===== src/rtl/bidir_bus_ctrl.sv =====
// Half-duplex controller for a bidirectional pad bus behind tristate buffers.
// Optional write loopback check: define BIDIR_LOOPBACK_CHK_EN.
module bidir_bus_ctrl #(
    parameter int WIDTH      = 8,
    parameter int DRIVE_CYC  = 4,
    parameter int TURN_CYC   = 2,
    parameter int SAMPLE_CYC = 3
) (
    input  logic             clk,
    input  logic             rst,
    input  logic             req_valid,
    output logic             req_ready,
    input  logic             req_write,
    input  logic [WIDTH-1:0] req_wdata,
    output logic             rsp_valid,
    output logic             rsp_write,
    output logic [WIDTH-1:0] rsp_rdata,
    output logic             rsp_err,
    output logic             busy,
    output logic [WIDTH-1:0] pad_i,
    output logic [WIDTH-1:0] pad_t,
    input  logic [WIDTH-1:0] pad_o
);

    localparam int MAX_DT = (DRIVE_CYC > TURN_CYC) ? DRIVE_CYC : TURN_CYC;
    localparam int MAXC   = (MAX_DT > SAMPLE_CYC) ? MAX_DT : SAMPLE_CYC;
    localparam int CW     = $clog2(MAXC + 1);

    localparam logic [CW-1:0] DRV_LD = CW'(DRIVE_CYC - 1);
    localparam logic [CW-1:0] TRN_LD = CW'(TURN_CYC - 1);
    localparam logic [CW-1:0] SMP_LD = CW'(SAMPLE_CYC - 1);

    typedef enum logic [2:0] {
        IDLE,
        WR_DRIVE,
        WR_TURN,
        RD_WAIT,
        RESP
    } state_t;

    state_t           state;
    logic [CW-1:0]    cnt;
    logic [WIDTH-1:0] sync_d;
    logic [WIDTH-1:0] sync_q;

    // pad_o is asynchronous; only the second stage is ever consumed
    always_ff @(posedge clk) begin
        if (rst) begin
            sync_d <= '0;
            sync_q <= '0;
        end else begin
            sync_d <= pad_o;
            sync_q <= sync_d;
        end
    end

    always_ff @(posedge clk) begin
        if (rst) begin
            state     <= IDLE;
            cnt       <= '0;
            pad_t     <= '1;
            pad_i     <= '0;
            req_ready <= 1'b1;
            busy      <= 1'b0;
            rsp_valid <= 1'b0;
            rsp_write <= 1'b0;
            rsp_rdata <= '0;
        end else begin
            rsp_valid <= 1'b0;
            unique case (state)
                IDLE, RESP: begin
                    if (req_valid) begin
                        busy      <= 1'b1;
                        req_ready <= 1'b0;
                        if (req_write) begin
                            pad_i <= req_wdata;
                            pad_t <= '0;
                            cnt   <= DRV_LD;
                            state <= WR_DRIVE;
                        end else begin
                            cnt   <= SMP_LD;
                            state <= RD_WAIT;
                        end
                    end else begin
                        state <= IDLE;
                    end
                end
                WR_DRIVE: begin
                    if (cnt == '0) begin
                        pad_t <= '1;
                        cnt   <= TRN_LD;
                        state <= WR_TURN;
                    end else begin
                        cnt <= cnt - CW'(1);
                    end
                end
                WR_TURN: begin
                    if (cnt == '0) begin
                        rsp_valid <= 1'b1;
                        rsp_write <= 1'b1;
                        busy      <= 1'b0;
                        req_ready <= 1'b1;
                        state     <= RESP;
                    end else begin
                        cnt <= cnt - CW'(1);
                    end
                end
                RD_WAIT: begin
                    if (cnt == '0) begin
                        rsp_rdata <= sync_q;
                        rsp_valid <= 1'b1;
                        rsp_write <= 1'b0;
                        busy      <= 1'b0;
                        req_ready <= 1'b1;
                        state     <= RESP;
                    end else begin
                        cnt <= cnt - CW'(1);
                    end
                end
                default: begin
                    pad_t     <= '1;
                    busy      <= 1'b0;
                    req_ready <= 1'b1;
                    state     <= IDLE;
                end
            endcase
        end
    end

`ifdef BIDIR_LOOPBACK_CHK_EN
    // the synchronizer needs two driven cycles before it reflects pad_i
    if (DRIVE_CYC < 3) begin : g_drive_too_short
        $error("bidir_bus_ctrl: loopback check needs DRIVE_CYC >= 3");
    end

    logic err_q;

    always_ff @(posedge clk) begin
        if (rst) begin
            err_q   <= 1'b0;
            rsp_err <= 1'b0;
        end else begin
            rsp_err <= 1'b0;
            if (state == WR_DRIVE && cnt == '0) begin
                err_q <= (sync_q != pad_i);
            end
            if (state == WR_TURN && cnt == '0) begin
                rsp_err <= err_q;
            end
        end
    end
`else
    assign rsp_err = 1'b0;
`endif

endmodule

===== config.mk =====
export PLATFORM = sky130hd
export DESIGN_NAME = bidir_bus_ctrl
export DESIGN_NICKNAME = d
export VERILOG_FILES = /design/src/rtl/bidir_bus_ctrl.sv
export SDC_FILE = /design/constraint.sdc
export NUM_CORES = 1
export LEC_CHECK = 0
export ABC_AREA = 1
export BUFFER_PORTS_ARGS = -buffer_cell sky130_fd_sc_hd__buf_2
export CORE_ASPECT_RATIO = 0.8
export CORE_MARGIN = 1.5
export CORE_UTILIZATION = 47
export CTS_BUF_LIST = sky130_fd_sc_hd__clkbuf_4 sky130_fd_sc_hd__clkbuf_8
export CTS_CLUSTER_DIAMETER = 120
export DETAILED_ROUTE_END_ITERATION = 10
export GPL_TIMING_DRIVEN = 0
export HOLD_SLACK_MARGIN = 0.08
export PLACE_DENSITY = 0.77
export REMOVE_ABC_BUFFERS = 1
export SLEW_MARGIN = 30
export SYNTH_ARGS = -nofsm -noshare
export SYNTH_HDL_FRONTEND = slang
export SYNTH_SLANG_ARGS = --single-unit

===== constraint.sdc =====
create_clock -name clk -period 1.4 [get_ports clk]
set_input_delay 0.21 -clock clk [delete_from_list [all_inputs] [get_ports clk]]
set_output_delay 0.21 -clock clk [all_outputs]
set_load 0.02 [all_outputs]

==> results of run 1 <==
[worst max path at each step]
| stage | cells after the start | from | endpoint |
|---|---|---|---|
| 2_1_floorplan | 2 | pad_t[6] | pad_t[6] |
| 3_3_place_gp | 9 | cnt[0] | rsp_rdata[6] |
| 3_5_place_dp | 9 | cnt[0] | rsp_rdata[4] |
| 4_1_cts | 9 | cnt[0] | rsp_rdata[3] |
| 5_1_grt | 9 | cnt[1] | rsp_rdata[2] |
| 6_report | 9 | cnt[1] | rsp_rdata[5] |
[power by group]
part / switching (W) / internal (W) / leakage [nW]
combinational: 0.000429 / 0.000247 / 0.658
clock: 0.000381 / 0.000389 / 0.0491
sequential: 0.0000651 / 0.00133 / 0.354
total: 0.000875 / 0.00197 / 1.06
[routing by layer]
metal,vias up,global-route usage (%),share of wire (%)
met5,-,0,0
met4,0,6.000,0.32
met3,2,9.165,6.6
met2,45,27.18,46
met1,606,20.94,47
li1,725,-,-
[state kept, by name (all words and copies together) (netlist names)]
register and cells:
pad_i 8, rsp_rdata 8, rsp_write 1, sync_d 8, state 3, pad_t 1
sync_q 8, req_ready 1, cnt 3, rsp_valid 1, busy 1
[cell type report]
cell class                      count  share of cell area (%)
Tap cell                           40                   2.495
Inverter                           30                   5.864
Timing Repair Buffer               53                   14.54
Clock inverter                      1                  0.2495
Clock buffer                        7                   4.180
Sequential cell                    43                   43.04
Multi-Input combinational cell    126                   29.63
[kinds of logic after synthesis]
group,Yosys count,synth area share (%)
other,1,0.2338
AOI/OAI and AO/OA,24,7.644
buffers and inverters,42,11.78
adders and majority gates,2,1.560
and+or+nand+nor,99,25.12
DFF,43,53.67
[layout by cell type (no fill, tap or decap), types with 4 or more instances in the layout]
cell type  netlist  layout
inv_2            3       4
nand3_1          5       4
dfxtp_1         43      41
buf_2            1      47
nand2_1         27      26
nor2_1          61      60
o21ai_0         19      14
clkbuf_8         0       5
o21ai_1          0       4
inv_1           27      24
[per-stage QoR]
| step | std cells | TNS, ns | setup WS (ns) |
|---|---|---|---|
| 2_1_floorplan | 199 | -1.240 | -0.3088 |
| 3_3_place_gp | 286 | -0.7258 | -0.09318 |
| 3_5_place_dp | 286 | -0.9286 | -0.1347 |
| 4_1_cts | 299 | 0 | 0.01866 |
| 5_1_grt | 300 | -0.07851 | -0.01767 |
| 6_report | 300 | 0 | 0.07668 |
[critical path: cells and delay by family, from the launching register on]
family,cells,cell delay (ns)
DFF,1,0.33
and+or+nand+nor,4,0.50
buffers and inverters,3,0.24
adders and majority gates,1,0.13
AOI/OAI and AO/OA,1,0.06
[what timing repair did]
| item | in CTS | in global routing |
|---|---|---|
| setup endpoints to repair | 8 | 12 |
| gates resized for setup | 3 | 21 |
| hold endpoints to repair | 0 | 0 |
| setup buffers | 5 | 1 |
| pin swaps | 3 | 10 |
==> impl_metrics.json, run 1 <==
{
  "hpwl_um": 2059,
  "numCtsBuffers": 5,
  "final_nets": 281,
  "firstDrtPassIters": 4,
  "grt_pass1_wl_um": 4892,
  "synth-seq-area-share_pct": 53.67,
  "async_flop_share_pct": 0,
  "seqCellArea_um2": 863.3,
  "rows": 18,
  "crit_path_max_fanout": 4,
  "synth_common_cells": "nor2_1, dfxtp_1, inv_1, nand2_1, o21ai_0",
  "multi_input_area_um2": 594.3,
  "crit_top_cell": "nor2_4",
  "die-area_mm2": 0.003774,
  "initial_core_util_pct": 50.51,
  "crit_path_end_kind": "flop",
  "synth_area_leaders": "dfxtp_1, nor2_1, inv_1",
  "maxCapViolCount": 0,
  "grt_max_degree": 23,
  "yosysWarnings": 0,
  "leakage_nw": 1.061,
  "setup_viol_count_final": 0,
  "ir_worst_vdd_mv": 0.8201,
  "core-area_mm2": 0.003176,
  "design_area_mm2": 0.002006,
  "synth-seq-cells": 43,
  "routabilityCongestion": 0.9297,
  "arrival_ns": 1.55,
  "n_fill_cell": 283,
  "slew_violations": 0,
  "critPathSlowestCell": "dfxtp_2",
  "tightest_slew_ns": 0.6227,
  "remaining_drc_errors": 0,
  "synthCells": 211,
  "min_from": "pad_o[2]",
  "hold_violations": 0,
  "vias": 1378,
  "hold_ws_ns": 0.1151,
  "synthFlopType": "dfxtp_1",
  "cts_htree_levels": 2,
  "clk_latency_ns": 0.29,
  "cts_tree": "yes",
  "grt_overflow": 0,
  "clock-sinks": 43,
  "cts-root-buf": "clkbuf_8",
  "synth_area_mm2": 0.001604,
  "antenna_left": 0,
  "drive_gt1_share_pct": 30.38,
  "synth_edf_count": 0,
  "power.density_mw_per_mm2": 1417,
  "antenna_found_initial": 0,
  "die_w_um": 68.32,
  "pin_count": 49,
  "cts.reportedPaths.clkPinSlew_ns": 0.07,
  "yosysTopAreaCellShare_pct": 53.67,
  "startpoint_type": "flop",
  "die_y_um": 55.25,
  "n_antenna_cell": 0,
  "synth_area_leader_cell": "dfxtp_1",
  "avgRoutedWirePerCell_um": 10.40,
  "grt_pass1_vias": 1180,
  "avgViaCountPerCell": 4.593,
  "ff2ff_setup_slack_ns": 0.08,
  "dpl_cell_area_mm2": 0.001813,
  "cpPeakStageDelay_ns": 0.33,
  "wirelength_um": 3119,
  "crit_required_ns": 1.62,
  "timing.rr.end": "rsp_rdata[5]",
  "yosys.cell_count.top_type": "nor2_1",
  "grt_usage_pct": 17.66,
  "finalPower_w": 0.002842,
  "hold_path_class": "input pin to flop",
  "dr.first_iter.drc_count": 50,
  "syn_avg_cell_area_um2": 7.602,
  "area_delta_synth_final_pct": 25.04,
  "rsz0062_at_grt": "yes",
  "fin_crit_ns": 1.323,
  "post-route-period-util_pct": 94.52,
  "crit_type": "flop to flop",
  "hold_depth": 3,
  "io_buffer_count": 47,
  "timing.slew.headroom_pct": 58.44,
  "synth_cell_type_count": 18,
  "r2r_cells": 9,
  "crit_chain": "inv_4 > ha_4 > inv_2 > nor2_4 > nand2_4 > nor2_4 > buf_6 > o21ai_1 > nor2_1",
  "utilization_pct": 63.16,
  "status": "finished, final reports clean",
  "r2r-start": "cnt[1]",
  "whs_endpoint": "sync_d[2]",
  "holdBufCountCts": 0,
  "clk_path_buf_depth": 2,
  "fmax_mhz": 755.7,
  "fin_skew_ns": 0.005809
}
Note: power is estimated with default switching activity, not from simulation.
==> inputs of run 2 (changes only) <==
Settings changed: CORE_MARGIN 1.5 to unset.
==> impl_metrics.json, run 2 (same netlist as run 1, synthesis figures left out) <==
{
  "status": "finished, final reports clean",
  "ir_worst_vdd_mv": 0.7290,
  "final_nets": 285,
  "hpwl_um": 1999,
  "grt_overflow": 0,
  "initial_core_util_pct": 50.51,
  "antenna_found_initial": 0,
  "die_y_um": 54.25,
  "timing.slew.headroom_pct": 61.82,
  "grt_usage_pct": 18.55,
  "pwr-share-seq_pct": 48.9,
  "remaining_drc_errors": 0,
  "pwr-share-clk_pct": 26.3,
  "tightest_slew_ns": 0.5720,
  "slew_violations": 0,
  "area_delta_synth_final_pct": 26.83,
  "avgViaCountPerCell": 4.612,
  "r2r_cells": 9,
  "fmax_mhz": 719.3,
  "numCtsBuffers": 5,
  "swShare_pct": 31.68,
  "vias": 1402,
  "power.density_mw_per_mm2": 1396,
  "die-area_mm2": 0.003652,
  "cp-startpoint": "cnt[0]",
  "leakage_nw": 1.078,
  "final_cell_mix": "nor2_1, buf_2, dfxtp_1, nand2_1, inv_1",
  "dr.first_iter.drc_count": 70,
  "grtUsageMet2_pct": 28.50,
  "crit_path_end_kind": "flop",
  "grt_pass1_vias": 1111,
  "firstDrtPassIters": 4,
  "grt.busiest_layer": "met2",
  "arrival_ns": 1.62,
  "fin_skew_ns": 0.004590,
  "stdcell_count": 304,
  "clk_latency_ns": 0.30,
  "grt_max_degree": 23,
  "clk_path_buf_depth": 2,
  "n_fill_cell": 261,
  "ff2ff_setup_slack_ns": 0.01,
  "drive_gt1_share_pct": 31.06,
  "pin_count": 49,
  "crit_required_ns": 1.63,
  "startpoint_type": "flop",
  "grt_pass1_wl_um": 4761,
  "setup_ws_ns": 0.009785,
  "hold_depth": 3,
  "hold_violations": 0,
  "cts_htree_levels": 2,
  "crit_type": "flop to flop",
  "comb_power_share_pct": 24.8,
  "wirelength_um": 3045,
  "use_met1_pct": 22.35,
  "crit_path_max_fanout": 7,
  "hold_ws_ns": 0.1099,
  "layout_commonest_cell": "nor2_1",
  "maxCapViolCount": 0,
  "r2r-start": "cnt[0]",
  "internal_power_w": 0.001940,
  "dp_slack_ns": -0.1234,
  "post-route-period-util_pct": 99.30,
  "rsz0062_at_grt": "yes",
  "avgRoutedWirePerCell_um": 10.02,
  "antenna_left": 0,
  "n_antenna_cell": 0,
  "io_buffer_count": 47,
  "cts.reportedPaths.clkPinSlew_ns": 0.07,
  "clock-sinks": 43,
  "rows": 18,
  "power.net_switching_w": 0.0008996,
  "finalPower_w": 0.002839,
  "dpl.cell_count": 286,
  "routabilityCongestion": 0.8509,
  "critPathCapture": "rsp_rdata[2]",
  "die_w_um": 67.32,
  "timing.rr.end": "rsp_rdata[2]",
  "setup_viol_count_final": 0,
  "core-area_mm2": 0.003176,
  "cts-root-buf": "clkbuf_8",
  "hold_path_class": "input pin to flop",
  "fin_crit_ns": 1.390,
  "gr-usage-met3_pct": 7.708,
  "cts_tree": "yes"
}
==> run 2: through the flow <==
stage / setup TNS, ns / utilization (%) / instance area (um^2)
5_1_grt: -0.3144 / 64.07 / 2034
6_report: 0 / 64.07 / 2034
4_1_cts: 0 / 62.14 / 1973
3_5_place_dp: -0.8752 / 57.09 / 1813
3_3_place_gp: -0.8329 / 57.09 / 1813
2_1_floorplan: -1.240 / - / 1528
==> run 2: worst min path at each step <==
| stage | from | to | slack, ns |
|---|---|---|---|
| 2_1_floorplan | rst | busy | 0.28 |
| 3_3_place_gp | sync_d[3] | sync_q[3] | 0.39 |
| 3_5_place_dp | sync_d[6] | sync_q[6] | 0.39 |
| 4_1_cts | pad_o[2] | sync_d[2] | 0.11 |
| 5_1_grt | pad_o[7] | sync_d[7] | 0.11 |
| 6_report | pad_o[7] | sync_d[7] | 0.11 |
==> run 2: power groups by stage <==
stage	registers, W	logic [W]	clock network [W]
finish	0.00139	0.000705	0.000747
floorplan	0.00150	0.000308	0
global route	0.00140	0.000799	0.000816
CTS	0.00138	0.000636	0.000765
global placement	0.00141	0.000567	0
detailed placement	0.00141	0.000579	0
==> run 2: area by class of cell <==
class / instances / area [um^2] / share of cell area [%]
clock buffer: 5 / 68.82 / 3.383
clock inverter: 3 / 15.01 / 0.7380
inverter: 30 / 115.1 / 5.658
multi-input combinational: 126 / 594.3 / 29.21
sequential: 43 / 862.1 / 42.37
tap: 40 / 50.05 / 2.460
timing repair buffer: 57 / 329.1 / 16.17
==> run 2: repair_timing <==
item | in CTS | in global routing
resized for setup | 8 | 17
hold buffers | 0 | 0
buffers inserted | 7 | 3
pin swaps | 6 | 12
endpoints found under the setup margin | 8 | 12
==> run 2: metal layers <==
metal | vias up | part of all wire [%] | routed length, um
li1 | 736 | - | -
met1 | 609 | 47 | 1417
met3 | 7 | 8.0 | 245
met4 | 0 | 1.9 | 57
met2 | 50 | 44 | 1325
met5 | - | 0 | 0
==> run 2: critical path, cell delays in order, from the launching register on <==
cell	delay [ns]
dfxtp_2	0.33
inv_2	0.07
ha_4	0.14
inv_2	0.04
nor2_4	0.10
nand2_4	0.07
nor2_4	0.24
buf_6	0.14
o21ai_0	0.06
nor2_1	0.13
==> inputs of run 3 (changes only) <==
Settings changed: CORE_MARGIN set to 3.
==> impl_metrics.json, run 3 (same netlist as run 1, synthesis figures left out) <==
{
  "status": "finished, final reports clean",
  "slew_violations": 0,
  "grt_usage_pct": 15.74,
  "antenna_left": 0,
  "grt_pass1_vias": 1181,
  "seqCellArea_um2": 863.3,
  "drive_gt1_share_pct": 31.15,
  "cpPeakStageDelay_ns": 0.32,
  "initial_core_util_pct": 50.51,
  "fin_crit_ns": 1.358,
  "clk_path_buf_depth": 2,
  "ir_worst_vdd_mv": 0.6586,
  "crit_type": "flop to flop",
  "rows": 18,
  "multi_input_area_um2": 599.3,
  "clk_latency_ns": 0.29,
  "ff2ff_setup_slack_ns": 0.04,
  "rsz0062_at_grt": "yes",
  "firstDrtPassIters": 4,
  "timing.slew.headroom_pct": 58.97,
  "crit_required_ns": 1.64,
  "cts_tree": "yes",
  "r2r_cells": 9,
  "final_nets": 281,
  "antenna_found_initial": 0,
  "n_antenna_cell": 0,
  "io_buffer_count": 47,
  "crit_path_max_fanout": 5,
  "clock-sinks": 43,
  "fin_skew_ns": 0.002429,
  "grt_max_degree": 23,
  "critPathSlowestCell": "dfxtp_2",
  "crit_chain": "inv_2 > ha_4 > inv_2 > nor2_4 > nand2_4 > nor2_4 > buf_6 > o21ai_1 > nor2_1",
  "maxCapViolCount": 0,
  "leakage_nw": 1.060,
  "post-route-period-util_pct": 97.01,
  "hpwl_um": 2107,
  "holdBufCountCts": 0,
  "n_fill_cell": 302,
  "setup_viol_count_final": 0,
  "cts-root-buf": "clkbuf_8",
  "dr.first_iter.drc_count": 57,
  "fmax_mhz": 736.3,
  "layout_commonest_cell": "nor2_1",
  "hold_ws_ns": 0.1085,
  "routabilityCongestion": 0.9318,
  "power.density_mw_per_mm2": 1448,
  "remaining_drc_errors": 0,
  "tightest_slew_ns": 0.6148,
  "vias": 1362,
  "hold_depth": 3,
  "die-area_mm2": 0.004154,
  "die_y_um": 58.25,
  "numCtsBuffers": 5,
  "finalSetupTns_ns": 0,
  "cts_htree_levels": 2,
  "startpoint_type": "flop",
  "arrival_ns": 1.59,
  "avgRoutedWirePerCell_um": 10.44,
  "die_w_um": 71.32,
  "grt_overflow": 0,
  "avgViaCountPerCell": 4.540,
  "hold_path_class": "input pin to flop",
  "wirelength_um": 3131,
  "dpl.cell_count": 286,
  "cts.reportedPaths.clkPinSlew_ns": 0.08,
  "hold_violations": 0,
  "final_cell_mix": "nor2_1, buf_2, dfxtp_1, nand2_1, inv_1",
  "grt_pass1_wl_um": 5050,
  "crit_path_end_kind": "flop",
  "pin_count": 49,
  "stdcell_count": 300,
  "area_delta_synth_final_pct": 25.90,
  "core-area_mm2": 0.003176
}
[run 3: cell count changes in the layout (fill, tap and decap cells not counted), moves of 2 or more]
cell,before,now
buf_6,5,2
clkinv_2,3,0
clkbuf_8,5,7
o21ai_2,0,2
[run 3: worst paths after layout]
| kind | from | to |
|---|---|---|
| worst max register to register | cnt[1] | rsp_rdata[2] |
| worst max-delay path | cnt[1] | rsp_rdata[2] |
| worst min-delay path | pad_o[1] | sync_d[1] |
| worst min register to register | sync_d[6] | sync_q[6] |
[run 3: report_power, final]
group	internal (W)	leakage, nW	switching (W)
combinational	0.000249	0.656	0.000426
sequential	0.00133	0.354	0.0000625
clock	0.000448	0.0505	0.000408
total	0.00203	1.06	0.000897
[run 3: critical path: cells and delay by family (launching register included)]
family,cells,cell delay [ns]
adders and majority gates,1,0.15
DFF,1,0.32
AOI/OAI and AO/OA,1,0.06
and+or+nand+nor,4,0.49
buffers and inverters,3,0.27
[run 3: cell type report]
cell class                      count  share of cell area (%)
Sequential cell                    43                   42.75
Inverter                           30                   5.700
Clock inverter                      1                  0.3717
Clock buffer                        7                   4.771
Multi-Input combinational cell    126                   29.68
Tap cell                           40                   2.478
Timing Repair Buffer               53                   14.25
[run 3: metal layers]
layer | wire [um] | GRT usage, % | vias up
met5 | 0 | 0 | -
met4 | 84 | 9.651 | 0
met3 | 219 | 5.026 | 7
met2 | 1366 | 23.82 | 44
met1 | 1461 | 19.57 | 589
li1 | - | - | 722
[run 3: through the flow]
stage	total power, W	worst slack (ns)	instance area (um^2)	utilization [%]
global placement	0.001971	-0.08953	1813	57.09
global route	0.003106	-0.06923	2019	63.59
CTS	0.002864	0.01490	1957	61.62
floorplan	0.001807	-0.3088	1528	-
detailed placement	0.001982	-0.1153	1813	57.09
finish	0.002923	0.04180	2019	63.59
[run 3: timing repair]
| action | 4_1_cts | 5_1_grt |
|---|---|---|
| endpoints found under the setup margin | 9 | 13 |
| pin swaps | 2 | 10 |
| gates resized for setup | 3 | 24 |
| buffers inserted | 5 | 1 |
| gates cloned | 0 | 0 |
